`src/rtl/enc_pkg.sv`:
```
// enc_pkg: quadrature Gray-state encoding shared by the encoder generator and the QEI decoder.
package enc_pkg;
  localparam logic [1:0] QS0 = 2'b00;
  localparam logic [1:0] QS1 = 2'b10;
  localparam logic [1:0] QS2 = 2'b11;
  localparam logic [1:0] QS3 = 2'b01;
  function automatic logic [1:0] pos_to_ab(input logic [1:0] p);
    return p == 2'd0 ? QS0 : p == 2'd1 ? QS1 : p == 2'd2 ? QS2 : QS3;
  endfunction
endpackage

```
`src/rtl/step_timer.sv`:
```
// step_timer: paces quadrature counts, firing once every max(period, 2) enabled cycles.
module step_timer #(
  parameter int PER_W = 16
) (
  input  logic             clk,
  input  logic             reset_n,
  input  logic             en,
  input  logic             clr,
  input  logic [PER_W-1:0] period,
  output logic             fire
);
  logic [PER_W-1:0] cnt, per_eff;
  assign per_eff = period < PER_W'(2) ? PER_W'(2) : period;
  // >= rather than == so a live cut of period takes effect without wrapping cnt
  assign fire = en && cnt >= per_eff - PER_W'(1);
  always_ff @(posedge clk or negedge reset_n)
    if (!reset_n) cnt <= '0;
    else cnt <= (!en || clr || fire) ? '0 : cnt + PER_W'(1);
endmodule

```
`src/rtl/quad_enc_gen.sv`:
```
// quad_enc_gen: synthesizes registered A/B/Z quadrature outputs from a step period and direction.
module quad_enc_gen
  import enc_pkg::*;
#(
  parameter int CPR = 2048,
  parameter int PER_W = 16,
  localparam int POS_W = $clog2(CPR)
) (
  input  logic             clk,
  input  logic             reset_n,
  input  logic             en,
  input  logic             dir,
  input  logic [PER_W-1:0] period,
  input  logic             load,
  input  logic [POS_W-1:0] load_pos,
  output logic [2:0]       enc_abz,
  output logic [POS_W-1:0] pos,
  output logic             step
);
  logic fire, load_ok;
  logic [POS_W-1:0] pos_inc, pos_dec, pos_n;
  assign load_ok = load && int'(load_pos) < CPR;
  assign pos_inc = pos == POS_W'(CPR - 1) ? '0 : pos + POS_W'(1);
  assign pos_dec = pos == '0 ? POS_W'(CPR - 1) : pos - POS_W'(1);
  assign pos_n = load_ok ? load_pos : fire ? (dir ? pos_inc : pos_dec) : pos;
  step_timer #(.PER_W(PER_W)) u_timer (
    .clk(clk),
    .reset_n(reset_n),
    .en(en),
    .clr(load_ok),
    .period(period),
    .fire(fire)
  );
  // A/B/Z all come from pos_n so they update on the same edge as pos
  always_ff @(posedge clk or negedge reset_n)
    if (!reset_n) begin
      pos <= '0;
      enc_abz <= 3'b001;
      step <= 1'b0;
    end else begin
      pos <= pos_n;
      enc_abz <= {pos_to_ab(pos_n[1:0]), pos_n == '0};
      step <= fire && !load_ok;
    end
endmodule
```
`config.mk`:
```
export PLATFORM = sky130hd
export DESIGN_NAME = quad_enc_gen
export DESIGN_NICKNAME = d
export VERILOG_FILES = /design/src/rtl/enc_pkg.sv /design/src/rtl/step_timer.sv /design/src/rtl/quad_enc_gen.sv
export SDC_FILE = /design/constraint.sdc
export NUM_CORES = 1
export LEC_CHECK = 0
export BUFFER_PORTS_ARGS = -buffer_cell sky130_fd_sc_hd__buf_2
export CAP_MARGIN = 20
export CORE_MARGIN = 1.5
export CORE_UTILIZATION = 45
export CTS_BUF_LIST = sky130_fd_sc_hd__clkbuf_8 sky130_fd_sc_hd__clkbuf_16
export DETAILED_ROUTE_END_ITERATION = 7
export GPL_ROUTABILITY_DRIVEN = 0
export HOLD_SLACK_MARGIN = 0.12
export PLACE_DENSITY = 0.71
export SLEW_MARGIN = 20
export SYNTH_ARGS = -nofsm -noshare
export SYNTH_HDL_FRONTEND = slang
export SYNTH_SLANG_ARGS = --single-unit
```
`constraint.sdc`:
```
create_clock -name clk -period 3.8 [get_ports clk]
set_input_delay 0.57 -clock clk [delete_from_list [all_inputs] [get_ports clk]]
set_output_delay 0.57 -clock clk [all_outputs]
set_load 0.005 [all_outputs]
```
# Word level (Yosys, flattened, before mapping)
# Cells that the tools add are included.
# classes
n_div	0
muxes	10
n_addsub	4
reduce_logical	9
order_cmp	2
multipliers	0
bitwise	0
n_eq_ne	3
shift	0
# op_table
op	n
$mux W11	5
$mux W16	2
$logic_not A11 Y1	2
$add A16 B1 Y16 const B	1
$ge A16 B16 Y1	1
$lt A16 B2 Y1 const B	1
$sub A16 B1 Y16 const B	1
$add A11 B1 Y11 const B	1
$eq A11 B11 Y1 const B	1
$sub A11 B1 Y11 const B	1
$mux W2	3
$eq A2 B1 Y1 const B	1
$eq A2 B2 Y1 const B	1
$logic_and A1 B1 Y1	2
$logic_not A1 Y1	2
$logic_not A2 Y1	1
$logic_or A1 B1 Y1	2
# word_totals
memories	0
word_cells	32
latch_bits	0
ram_bits	0
romBits	0
ff_bits	31

# Logic depth before layout (Yosys ltp)
# Gate-level depths: netlist of run 1.
# logic_depth
ltp_word	11
ltp_mapped	23
depth_no_buf	22

# By module
# A second synthesis of run 1 with hierarchy kept.
# hier_totals
cells_unflattened	319
hier_area_um2	2755.1
# by_module_without_submodules
module	seq_area_each_um2	n_inst	area_per_inst_um2	cells_per_inst
step_timer	400.4	1	1466.4	161
quad_enc_gen	376.6	1	1288.7	158

# Worst setup path before layout of run 1
# Ideal clock, no wire load.
# synth_timing
path_kind	input port to flip-flop
start	input port period[9]
end	register enc_abz[0]
n_path_buf	1
setup_ps	90
cell_stages	23
setup_slack_ps	-2319
arrival_time_ps	6029
cell_sequence	or4_1 -> or4_1 -> or3_1 -> or3b_1 -> o21ai_0 -> ha_1 -> nand2_1 -> nor4_1 -> xnor2_1 -> ha_1 -> nand4_1 -> or3_1 -> a2111o_1 -> a31oi_4 -> buf_6 -> a21boi_0 -> o221ai_1 -> o21ai_0 -> inv_1 -> ha_1 -> nand2_1 -> or4_1 -> nor4_2
# synth_between
elab_chain_cells	8
# synth_lines
element	line	rtl
start: declaration	quad_enc_gen.sv:13	input logic [PER_W-1:0] period,
$lt A16 B2 Y1	step_timer.sv:13	assign per_eff = period < PER_W'(2) ? PER_W'(2) : period;
$mux W16 *	step_timer.sv:13	
$sub A16 B1 Y16 *	step_timer.sv:15	assign fire = en && cnt >= per_eff - PER_W'(1);
$ge A16 B16 Y1 *	step_timer.sv:15	
$logic_and A1 B1 Y1 *	step_timer.sv:15	
$mux W11 * (2 in series)	quad_enc_gen.sv:25	assign pos_n = load_ok ? load_pos : fire ? (dir ? pos_inc : pos_dec) : pos;
named net pos_n[0]	quad_enc_gen.sv:21	logic [POS_W-1:0] pos_inc, pos_dec, pos_n;
$logic_not A11 Y1 *	quad_enc_gen.sv:42	enc_abz <= {pos_to_ab(pos_n[1:0]), pos_n == '0};
end signal: assignment	quad_enc_gen.sv:42	
end: declaration	quad_enc_gen.sv:16	output logic [2:0] enc_abz,
# Mark *: on every way through the listed nets, which the timed path passes. The rest lies on a longest branch.

# Worst setup path in the final report of run 1
# Same ends and word-level chain as after synthesis.

==> impl_metrics.yaml, run 1 <==
cells_and_area:
  nFillCells: 472
  drive_gt1_frac: 0.3201
  diodes: 0
  syn2layout_area_growth_pct: 32.39
  nets: 457
  final_cell_area_um2: 3498
clock_tree:
  htreeDepth: 2
  cts_tree: "done"
  clk_pin_slew_ns: 0.07
  numCtsBuffers: 5
  ctsHoldBuffers: 0
  clk_path_buf_depth: 2
  clock_sinks: 31
  clkLatencyLatePin_ns: 0.29
  root_buffer: "clkbuf_8"
yosys:
  ys_seq_area_frac: 0.2940
  ys.warnings.count: 0
  avgSynthCellArea_um2: 8.284
  synth-edff-count: 0
  syn_area_um2: 2643
  synth_top_cell_by_area: "dfrtp_1"
  syn_inst: 319
  synthFlopType: "dfrtp_1"
  synth_cell_types: 56
  synth-seq-cells: 31
  ys_top_cells_by_area: "dfrtp_1 (28%), ha_1 (11%), xnor2_1 (6.3%), nor2_1 (5.4%), xor2_1 (4.0%)"
  syn-num-nets: 374
  synth_top_area_share: 0.2841
  synthArstFlopShare: 1.000
die:
  core_region_area_um2: 5574
  start_util: 0.4741
  io-pin-count: 47
  die-width_um: 79.63
  rows: 27
  die_h_um: 79.63
  die_area_um2: 6341
sta:
  timing.final.crit_share: 1.466
  relSlewSlack: 0.5258
  hold_ws_ns: 0.3312
  timing.final.ws_setup_ns: -1.771
  rsz0062_at_grt: "true"
  finalClockSkew_ns: 0.006992
  period_minus_slack_ns: 5.571
  fmax_mhz: 179.5
  setup_violations: 31
  worst_pin_slew_ns: 0.7112
  hold_violations: 0
  drv_slew: 0
global_route:
  antenna_found_initial: 0
  grt_use_total: 0.2373
  grt_pass1_vias: 2513
  overflow: 0
  grt_pass1_wl_mm: 11.79
  grt_max_degree: 32
place:
  placedInstanceArea_um2: 3213
  dp_hpwl_mm: 5.105
  io_buffers: 46
  dp_slack_ns: -2.184
critical_path:
  cp.arrival_ns: 5.77
  crit_start: "period[9]"
  endpoint: "enc_abz[0]$_DFF_PN1_"
  start_kind: "primary input"
  r2r_slack_ns: 0.53
  required_ns: 4.00
  slowest_delay_ns: 0.53
  cp.depth: 24
  path_class: "primary input to register"
  cp_cell_sequence: "buf_6 > or4_4 > or4_4 > or3_4 > or3b_4 > nor2b_4 > ha_4 > buf_4 > buf_4 > buf_4 > xnor2_1 > ha_1 > nor3_1 > or3_1 > a2111o_1 > a31oi_4 > a21boi_1 > o221ai_1 > o21ai_1 > inv_1 > ha_2 > nand2_1 > or4_4 > nor4_2"
  rr_endpoint: "enc_abz[0]$_DFF_PN1_"
  timing.critical_path.fanout_max: 5
  critical_path.endpoint_type: "register"
  cp_top_family: "simple AND/OR/NAND/NOR gates"
  cp_slowest_cell: "or4_4"
  r2r_start: "u_timer.cnt[11]$_DFF_PN0_"
  crit_buf_inv: 5
  r2r_cells: 14
run:
  drv_cap: 0
power_and_ir_drop:
  p_per_area_nw_per_um2: 241.2
  power_leakage_uw: 0.001530
  vdd_drop_max_uv: 221.4
drt:
  drc: 0
  drt_pass1_iterations: 4
  wirelength_mm: 7.316
  via_per_inst: 5.741
  num_vias: 2727
  ant_nets: 0
  wl_per_cell_um: 15.40
  drtIter0Drc: 132
outcome:
  status: "complete, but fails checks"
  violations: "setup timing"
hold_path:
  hold_path.class: "primary input to asynchronous set/reset pin"
-- power breakdown --
part | switching [uW] | leakage (uW) | internal, uW | total (uW)
Clock | 122 | 0.0000505 | 123 | 245
Combinational | 113 | 0.00108 | 107 | 220
Sequential | 33.5 | 0.000401 | 345 | 379
Total | 269 | 0.00153 | 575 | 844
-- per-layer routing --
layer | vias to the layer above | global-route usage | part of all wire
met4 | 0 | 0.07719 | 0.012
met2 | 97 | 0.3695 | 0.47
met5 | - | 0 | 0
met1 | 1304 | 0.3258 | 0.45
met3 | 9 | 0.05029 | 0.059
li1 | 1317 | - | -
-- kinds of logic after synthesis --
kind of cell	after synthesis	synth area share
fa+ha+maj	23	0.1089
flops	31	0.2940
compound gates	61	0.1577
simple gates	139	0.2746
buf+inv	31	0.05066
xor+xnor	31	0.1027
mux	3	0.01136
-- metrics by stage --
stage                     utilization  total power (uW)  setup TNS (ns)  std cells
after floorplan                     -             487.9          -36.84        319
after global placement         0.5764             580.4          -40.89        456
after detailed placement       0.5764             584.2          -45.01        456
final                          0.6276             843.9          -32.98        475
after CTS                      0.6224             842.4          -35.25        474
after global routing           0.6276             887.3          -36.65        475
-- timing repair --
item | in CTS | in global routing
pin swaps | 12 | 14
buffers inserted | 11 | 5
gates resized for setup | 21 | 7
setup endpoints to repair | 31 | 31
-- registers in the layout, summed over array words and instances, names as in the netlist --
register,cells
pos,11
step,1
u_timer.cnt,16
enc_abz,3
-- cells in the mapped netlist (3+ instances only) --
cell and n:
a211oi_1 5, a21oi_1 11, a31oi_1 4, and3_1 6
clkbuf_1 13, dfrtp_1 30, ha_1 23, inv_1 13
mux2i_1 3, nand2_1 21, nand3_1 17, nand4_1 9
nor2_1 38, nor2b_1 3, nor3_1 13, nor4_1 5
o21a_1 5, o21ai_0 15, o31ai_1 3, or3_1 7
or4_1 5, xnor2_1 19, xor2_1 12
-- placed cells by master (no fill, tap or decap), types with 3 or more instances in the layout --
| cell | instances |
|---|---|
| buf_2 | 44 |
| buf_4 | 39 |
| nor2_1 | 36 |
| dfrtp_1 | 30 |
| nand2_1 | 20 |
| ha_1 | 20 |
| xnor2_1 | 19 |
| nand3_1 | 17 |
| inv_1 | 14 |
| xor2_1 | 12 |
| o21ai_0 | 11 |
| nor3_1 | 11 |
| a21oi_1 | 10 |
| nand4_1 | 9 |
| buf_6 | 9 |
| or3_1 | 6 |
| and3_1 | 6 |
| o21a_1 | 5 |
| clkbuf_8 | 5 |
| nor4_1 | 4 |
| o21ai_1 | 4 |
| a211oi_1 | 4 |
| a31oi_1 | 4 |
| or4_4 | 3 |
| mux2i_1 | 3 |
-- worst min path at each step --
stage | endpoint | depth (start not counted)
detailed placement | u_timer.cnt[0]$_DFF_PN0_ | 1
CTS | step$_DFF_PN0_ | 1
global placement | u_timer.cnt[0]$_DFF_PN0_ | 1
finish | u_timer.cnt[11]$_DFF_PN0_ | 1
global route | u_timer.cnt[8]$_DFF_PN0_ | 1
floorplan | enc_abz[1]$_DFF_PN0_ | 0
-- final cells by class --
type	instances	area [um^2]	share of cell area
sequential	31	777.0	0.2221
multi-input combinational	257	1863	0.5325
inverter	14	52.55	0.01502
clock buffer	5	68.82	0.01967
tap	72	90.09	0.02575
timing repair buffer	93	634.4	0.1813
clock inverter	3	12.51	0.003577
(Power assumes the default switching activity.)
==> inputs of run 2 (changes only) <==
--- a/config.mk
+++ b/config.mk
@@ -8,12 +8,12 @@
 export BUFFER_PORTS_ARGS = -buffer_cell sky130_fd_sc_hd__buf_2
 export CAP_MARGIN = 20
 export CORE_MARGIN = 1.5
-export CORE_UTILIZATION = 45
+export CORE_UTILIZATION = 57
 export CTS_BUF_LIST = sky130_fd_sc_hd__clkbuf_8 sky130_fd_sc_hd__clkbuf_16
 export DETAILED_ROUTE_END_ITERATION = 7
 export GPL_ROUTABILITY_DRIVEN = 0
 export HOLD_SLACK_MARGIN = 0.12
-export PLACE_DENSITY = 0.71
+export PLACE_DENSITY = 0.85
 export SLEW_MARGIN = 20
 export SYNTH_ARGS = -nofsm -noshare
 export SYNTH_HDL_FRONTEND = slang
==> impl_metrics.yaml, run 2 (synthesis gave the netlist of run 1 again) <==
outcome:
  status: "complete, but fails checks"
  violations: "setup timing"
cells_and_area:
  mostFrequentLayoutCell: "buf_2"
  drive_gt1_frac: 0.3431
  nets: 462
  diodes: 0
  top_register: "u_timer.cnt"
  multiInputGateArea_um2: 1862
  syn2layout_area_growth_pct: 33.85
  final_cell_area_um2: 3537
  reg_top3: "u_timer.cnt x16, pos x11, enc_abz x3"
  register_area_um2: 777.0
  postLayoutCoreUtil: 0.8013
  largest_reg_flops: 16
  nFillCells: 260
  layout_common_cells: "buf_2 (45), buf_4 (40), nor2_1 (35), dfrtp_1 (30)"
sta:
  setup_violations: 31
  fmax_mhz: 171.6
  setup_tns_ns: -38.85
  worst_pin_slew_ns: 0.6768
  timing.final.crit_share: 1.534
  hold_violations: 0
  period_minus_slack_ns: 5.828
  finalClockSkew_ns: 0.003792
  rsz0062_at_grt: "true"
  timing.final.ws_setup_ns: -2.028
  drv_slew: 0
  relSlewSlack: 0.5488
power_and_ir_drop:
  p_per_area_nw_per_um2: 255.0
  p_total_uw: 902.1
  seqPwrFrac: 0.425
  power_leakage_uw: 0.001557
  comb_power_share: 0.257
  vdd_drop_max_uv: 227.9
  switching_power_uw: 281.5
  swShare: 0.3120
  p_int_uw: 620.6
  clkPwrFrac: 0.318
hold_path:
  hold_path.class: "primary input to asynchronous set/reset pin"
die:
  io-pin-count: 47
  die_h_um: 71.09
  die_area_um2: 5054
  rows: 24
  die-width_um: 71.09
  core_region_area_um2: 4414
  start_util: 0.5986
global_route:
  overflow: 0
  grt_use_met2: 0.5472
  grt_use_total: 0.3301
  met3_usage: 0.07550
  antenna_found_initial: 0
  grt_pass1_vias: 2860
  grt_max_degree: 32
  grt_pass1_wl_mm: 13.05
  top_usage_layer: "met2"
  grtUsageMet1: 0.4135
critical_path:
  timing.critical_path.fanout_max: 5
  slowest_delay_ns: 0.57
  crit_path_frequent_cell: "or4_4"
  cp.arrival_ns: 6.03
  start_kind: "primary input"
  crit_buf_inv: 3
  cp_top_family: "simple AND/OR/NAND/NOR gates"
  cp_cell_sequence: "buf_2 > or4_4 > or4_4 > or3_4 > or3b_4 > o21ai_2 > ha_2 > nand2_4 > nor3_2 > xnor2_1 > ha_1 > nand4_1 > or3_1 > a2111o_1 > a31oi_4 > buf_4 > buf_6 > mux2i_1 > o21ai_1 > or4_4 > nor4_4"
  required_ns: 4.00
  path_class: "primary input to register"
  critical_path.endpoint_type: "register"
  cp_slowest_cell: "or4_4"
run:
  drv_cap: 0
clock_tree:
  clock_sinks: 31
  htreeDepth: 2
  numCtsBuffers: 5
  cts_tree: "done"
  clk_path_buf_depth: 2
  clkLatencyLatePin_ns: 0.29
  root_buffer: "clkbuf_8"
  clk_pin_slew_ns: 0.06
drt:
  wl_per_cell_um: 18.25
  wirelength_mm: 8.395
  drt_pass1_iterations: 5
  num_vias: 2966
  via_per_inst: 6.448
  drtIter0Drc: 292
  drc: 0
  ant_nets: 0
place:
  dp_hpwl_mm: 5.344
  placedInstanceArea_um2: 3188
  io_buffers: 46
[run 2: timing repair]
item                       4_1_cts  5_1_grt
hold buffers                     0        0
gates resized for setup         25        9
pin swaps                       17       16
cloned                           0        0
setup endpoints to repair       31       31
setup buffers                   10       12
[run 2: final cells by class]
cell class / count / share of cell area
clock buffers: 7 / 0.02724
clock inverters: 1 / 0.001061
inverters: 14 / 0.01486
multi-input cells: 257 / 0.5264
flip-flops and latches: 31 / 0.2197
well taps: 52 / 0.01839
repair buffers: 98 / 0.1924
[run 2: per-stage QoR]
stage	instances	worst slack (ns)	hold slack, ns
5_1_grt	460	-2.156	0.3743
3_5_place_dp	436	-2.345	0.5015
3_3_place_gp	436	-2.037	0.4909
2_1_floorplan	319	-2.055	0.2744
4_1_cts	451	-1.997	0.3254
6_report	460	-2.028	0.3147
[run 2: final timing paths]
kind | start | cells past startpoint | endpoint | slack, ns
worst min register to register | u_timer.cnt[0]$_DFF_PN0_ | 1 | u_timer.cnt[0]$_DFF_PN0_ | 0.51
max in group asynchronous | reset_n | 1 | u_timer.cnt[5]$_DFF_PN0_ | 3.05
worst max-delay path | period[8] | 21 | enc_abz[0]$_DFF_PN1_ | -2.03
worst max register to register | u_timer.cnt[9]$_DFF_PN0_ | 11 | enc_abz[0]$_DFF_PN1_ | 0.24
worst min-delay path | reset_n | 1 | pos[6]$_DFF_PN0_ | 0.31
min in group clk | u_timer.cnt[0]$_DFF_PN0_ | 1 | u_timer.cnt[0]$_DFF_PN0_ | 0.51
[run 2: routing by layer]
layer / share of wire / vias to the layer above
li1: - / 1328
met1: 0.39 / 1392
met2: 0.49 / 204
met3: 0.086 / 42
met4: 0.033 / 0
met5: 0 / -
[run 2: power by group through the flow]
stage | logic [uW] | registers, uW | clock network (uW)
finish | 232 | 384 | 287
detailed placement | 197 | 385 | 0
global route | 251 | 385 | 307
global placement | 190 | 385 | 0
CTS | 215 | 380 | 292
floorplan | 122 | 366 | 0
==> inputs of run 3 (changes only) <==
--- a/config.mk
+++ b/config.mk
@@ -8,12 +8,12 @@
 export BUFFER_PORTS_ARGS = -buffer_cell sky130_fd_sc_hd__buf_2
 export CAP_MARGIN = 20
 export CORE_MARGIN = 1.5
-export CORE_UTILIZATION = 57
+export CORE_UTILIZATION = 51
 export CTS_BUF_LIST = sky130_fd_sc_hd__clkbuf_8 sky130_fd_sc_hd__clkbuf_16
 export DETAILED_ROUTE_END_ITERATION = 7
 export GPL_ROUTABILITY_DRIVEN = 0
 export HOLD_SLACK_MARGIN = 0.12
-export PLACE_DENSITY = 0.85
+export PLACE_DENSITY = 0.88
 export SLEW_MARGIN = 20
 export SYNTH_ARGS = -nofsm -noshare
 export SYNTH_HDL_FRONTEND = slang
==> constraint.sdc (replaced) <==
create_clock -name clk -period 5.35 [get_ports clk]
set_input_delay 0.8025 -clock clk [delete_from_list [all_inputs] [get_ports clk]]
set_output_delay 0.8025 -clock clk [all_outputs]
set_load 0.005 [all_outputs]
==> impl_metrics.yaml, run 3 (synthesis gave the netlist of run 1 again) <==
outcome:
  status: "complete, but fails checks"
  violations: "setup timing"
clock_tree:
  clk_pin_slew_ns: 0.06
  root_buffer: "clkbuf_8"
  cts_tree: "done"
  htreeDepth: 2
  clk_path_buf_depth: 2
  numCtsBuffers: 5
  clkLatencyLatePin_ns: 0.29
  clock_sinks: 31
place:
  post-place-cells: 450
  dp_hpwl_mm: 5.203
  dp_slack_ns: -0.9495
  io_buffers: 46
sta:
  timing.final.crit_share: 1.148
  fmax_mhz: 162.8
  period_minus_slack_ns: 6.144
  relSlewSlack: 0.5456
  worst_pin_slew_ns: 0.6815
  hold_violations: 0
  setup_violations: 28
  finalClockSkew_ns: 0.01031
  rsz0062_at_grt: "true"
  timing.final.ws_setup_ns: -0.7941
  setup_tns_ns: -3.503
  drv_slew: 0
power_and_ir_drop:
  p_per_area_nw_per_um2: 179.6
  seqPwrFrac: 0.431
  vdd_drop_max_uv: 190.3
  p_int_uw: 424.1
  clkPwrFrac: 0.309
  power_leakage_uw: 0.001524
  swShare: 0.3327
  switching_power_uw: 211.5
  p_total_uw: 635.6
  comb_power_share: 0.260
drt:
  ant_nets: 0
  drt_pass1_iterations: 5
  num_vias: 2887
  wirelength_mm: 8.571
  met2_length_mm: 4.078
  via_per_inst: 6.156
  drtIter0Drc: 330
  wl_per_cell_um: 18.28
  wl_met3_um: 580
  drt-met1-wl_mm: 3.417
  highest_layer: "met4"
  drc: 0
cells_and_area:
  register_area_um2: 777.0
  nFillCells: 341
  syn2layout_area_growth_pct: 33.95
  top_register: "u_timer.cnt"
  fin_cells: 469
  diodes: 0
  reg_top3: "u_timer.cnt x16, pos x11, enc_abz x3"
  nets: 453
  largest_reg_flops: 16
  mostFrequentLayoutCell: "buf_2"
  multiInputGateArea_um2: 1916
  drive_gt1_frac: 0.3409
  layout_common_cells: "buf_2 (44), nor2_1 (36), buf_4 (32), dfrtp_1 (30)"
global_route:
  antenna_found_initial: 0
  grt_pass1_vias: 2605
  grt_pass1_wl_mm: 12.25
  grt_use_total: 0.2887
  grt_max_degree: 32
  overflow: 0
critical_path:
  cp_cell_sequence: "buf_6 > or4_4 > or4_4 > or3_4 > or3b_4 > o21ai_4 > ha_4 > nand2_4 > nor4_4 > xnor2_1 > ha_1 > nand4_1 > or3_1 > a2111o_1 > a31oi_4 > buf_6 > mux2i_1 > o21a_2 > ha_4 > nand2_1 > or4_4 > nor4_4"
  timing.critical_path.fanout_max: 5
  critical_path.endpoint_type: "register"
  path_class: "primary input to register"
  cp.arrival_ns: 6.34
  r2r_start: "u_timer.cnt[13]$_DFF_PN0_"
  start_kind: "primary input"
  crit_path_frequent_cell: "or4_4"
  r2r_cells: 12
  required_ns: 5.54
  cp_slowest_cell: "or4_4"
  rr_endpoint: "enc_abz[0]$_DFF_PN1_"
  r2r_slack_ns: 1.79
  slowest_delay_ns: 0.53
die:
  die-width_um: 74.98
  core_region_area_um2: 5042
  die_area_um2: 5622
  die_h_um: 74.98
  io-pin-count: 47
  rows: 26
  start_util: 0.5241
hold_path:
  holdPathStages: 1
  hold_path.class: "register to register"
  hp-start: "u_timer.cnt[0]$_DFF_PN0_"
  whs_endpoint: "u_timer.cnt[0]$_DFF_PN0_"
run:
  drv_cap: 0
==> run 3: layer usage <==
metal  track usage  vias to the layer above
met5             0                        -
met4        0.1030                        0
met3       0.06961                       51
met2        0.4739                      158
met1        0.3716                     1371
li1              -                     1307
==> run 3: worst max-delay path, delay by kind of cell <==
kind	cells	cell delay, ns
fa+ha+maj	3	0.63
buf+inv	2	0.25
simple gates	11	3.34
xor+xnor	1	0.12
mux	1	0.18
compound gates	4	1.02
==> run 3: power groups by stage <==
stage,Sequential [uW],Clock [uW],Combinational (uW)
final,274,197,165
after global routing,275,207,178
after CTS,270,190,145
after detailed placement,274,0,137
after global placement,274,0,132
after floorplan,260,0,85.2
==> run 3: per-stage QoR <==
stage	hold slack [ns]	util	area (um^2)
final	0.5054	0.7020	3540
after global routing	0.5266	0.7020	3540
after CTS	0.5039	0.6752	3405
after detailed placement	0.4947	0.6298	3176
after global placement	0.4901	0.6298	3176
after floorplan	0.4682	-	2688
==> run 3: final cells by class <==
type,instances,share of cell area
flip-flops and latches,31,0.2195
repair buffers,89,0.1739
clock inverters,2,0.002474
well taps,70,0.02474
inverters,14,0.01485
clock buffers,6,0.02333
multi-input cells,257,0.5412
==> run 3: repair_timing <==
item / in CTS / in global routing
hold endpoints to repair: 0 / 0
pin swaps: 12 / 10
setup endpoints to repair: 10 / 30
hold buffers: 0 / 0
setup buffers: 9 / 9
gates resized for setup: 19 / 26
==> run 3: worst max path at each step <==
| stage | from | end | slack [ns] | depth (start not counted) |
|---|---|---|---|---|
| floorplan | period[9] | enc_abz[0]$_DFF_PN1_ | -0.74 | 23 |
| global placement | period[9] | enc_abz[0]$_DFF_PN1_ | -0.65 | 22 |
| detailed placement | period[9] | enc_abz[0]$_DFF_PN1_ | -0.95 | 22 |
| CTS | period[9] | enc_abz[0]$_DFF_PN1_ | -0.66 | 22 |
| global route | period[9] | enc_abz[0]$_DFF_PN1_ | -0.97 | 22 |
| finish | period[9] | enc_abz[0]$_DFF_PN1_ | -0.79 | 22 |
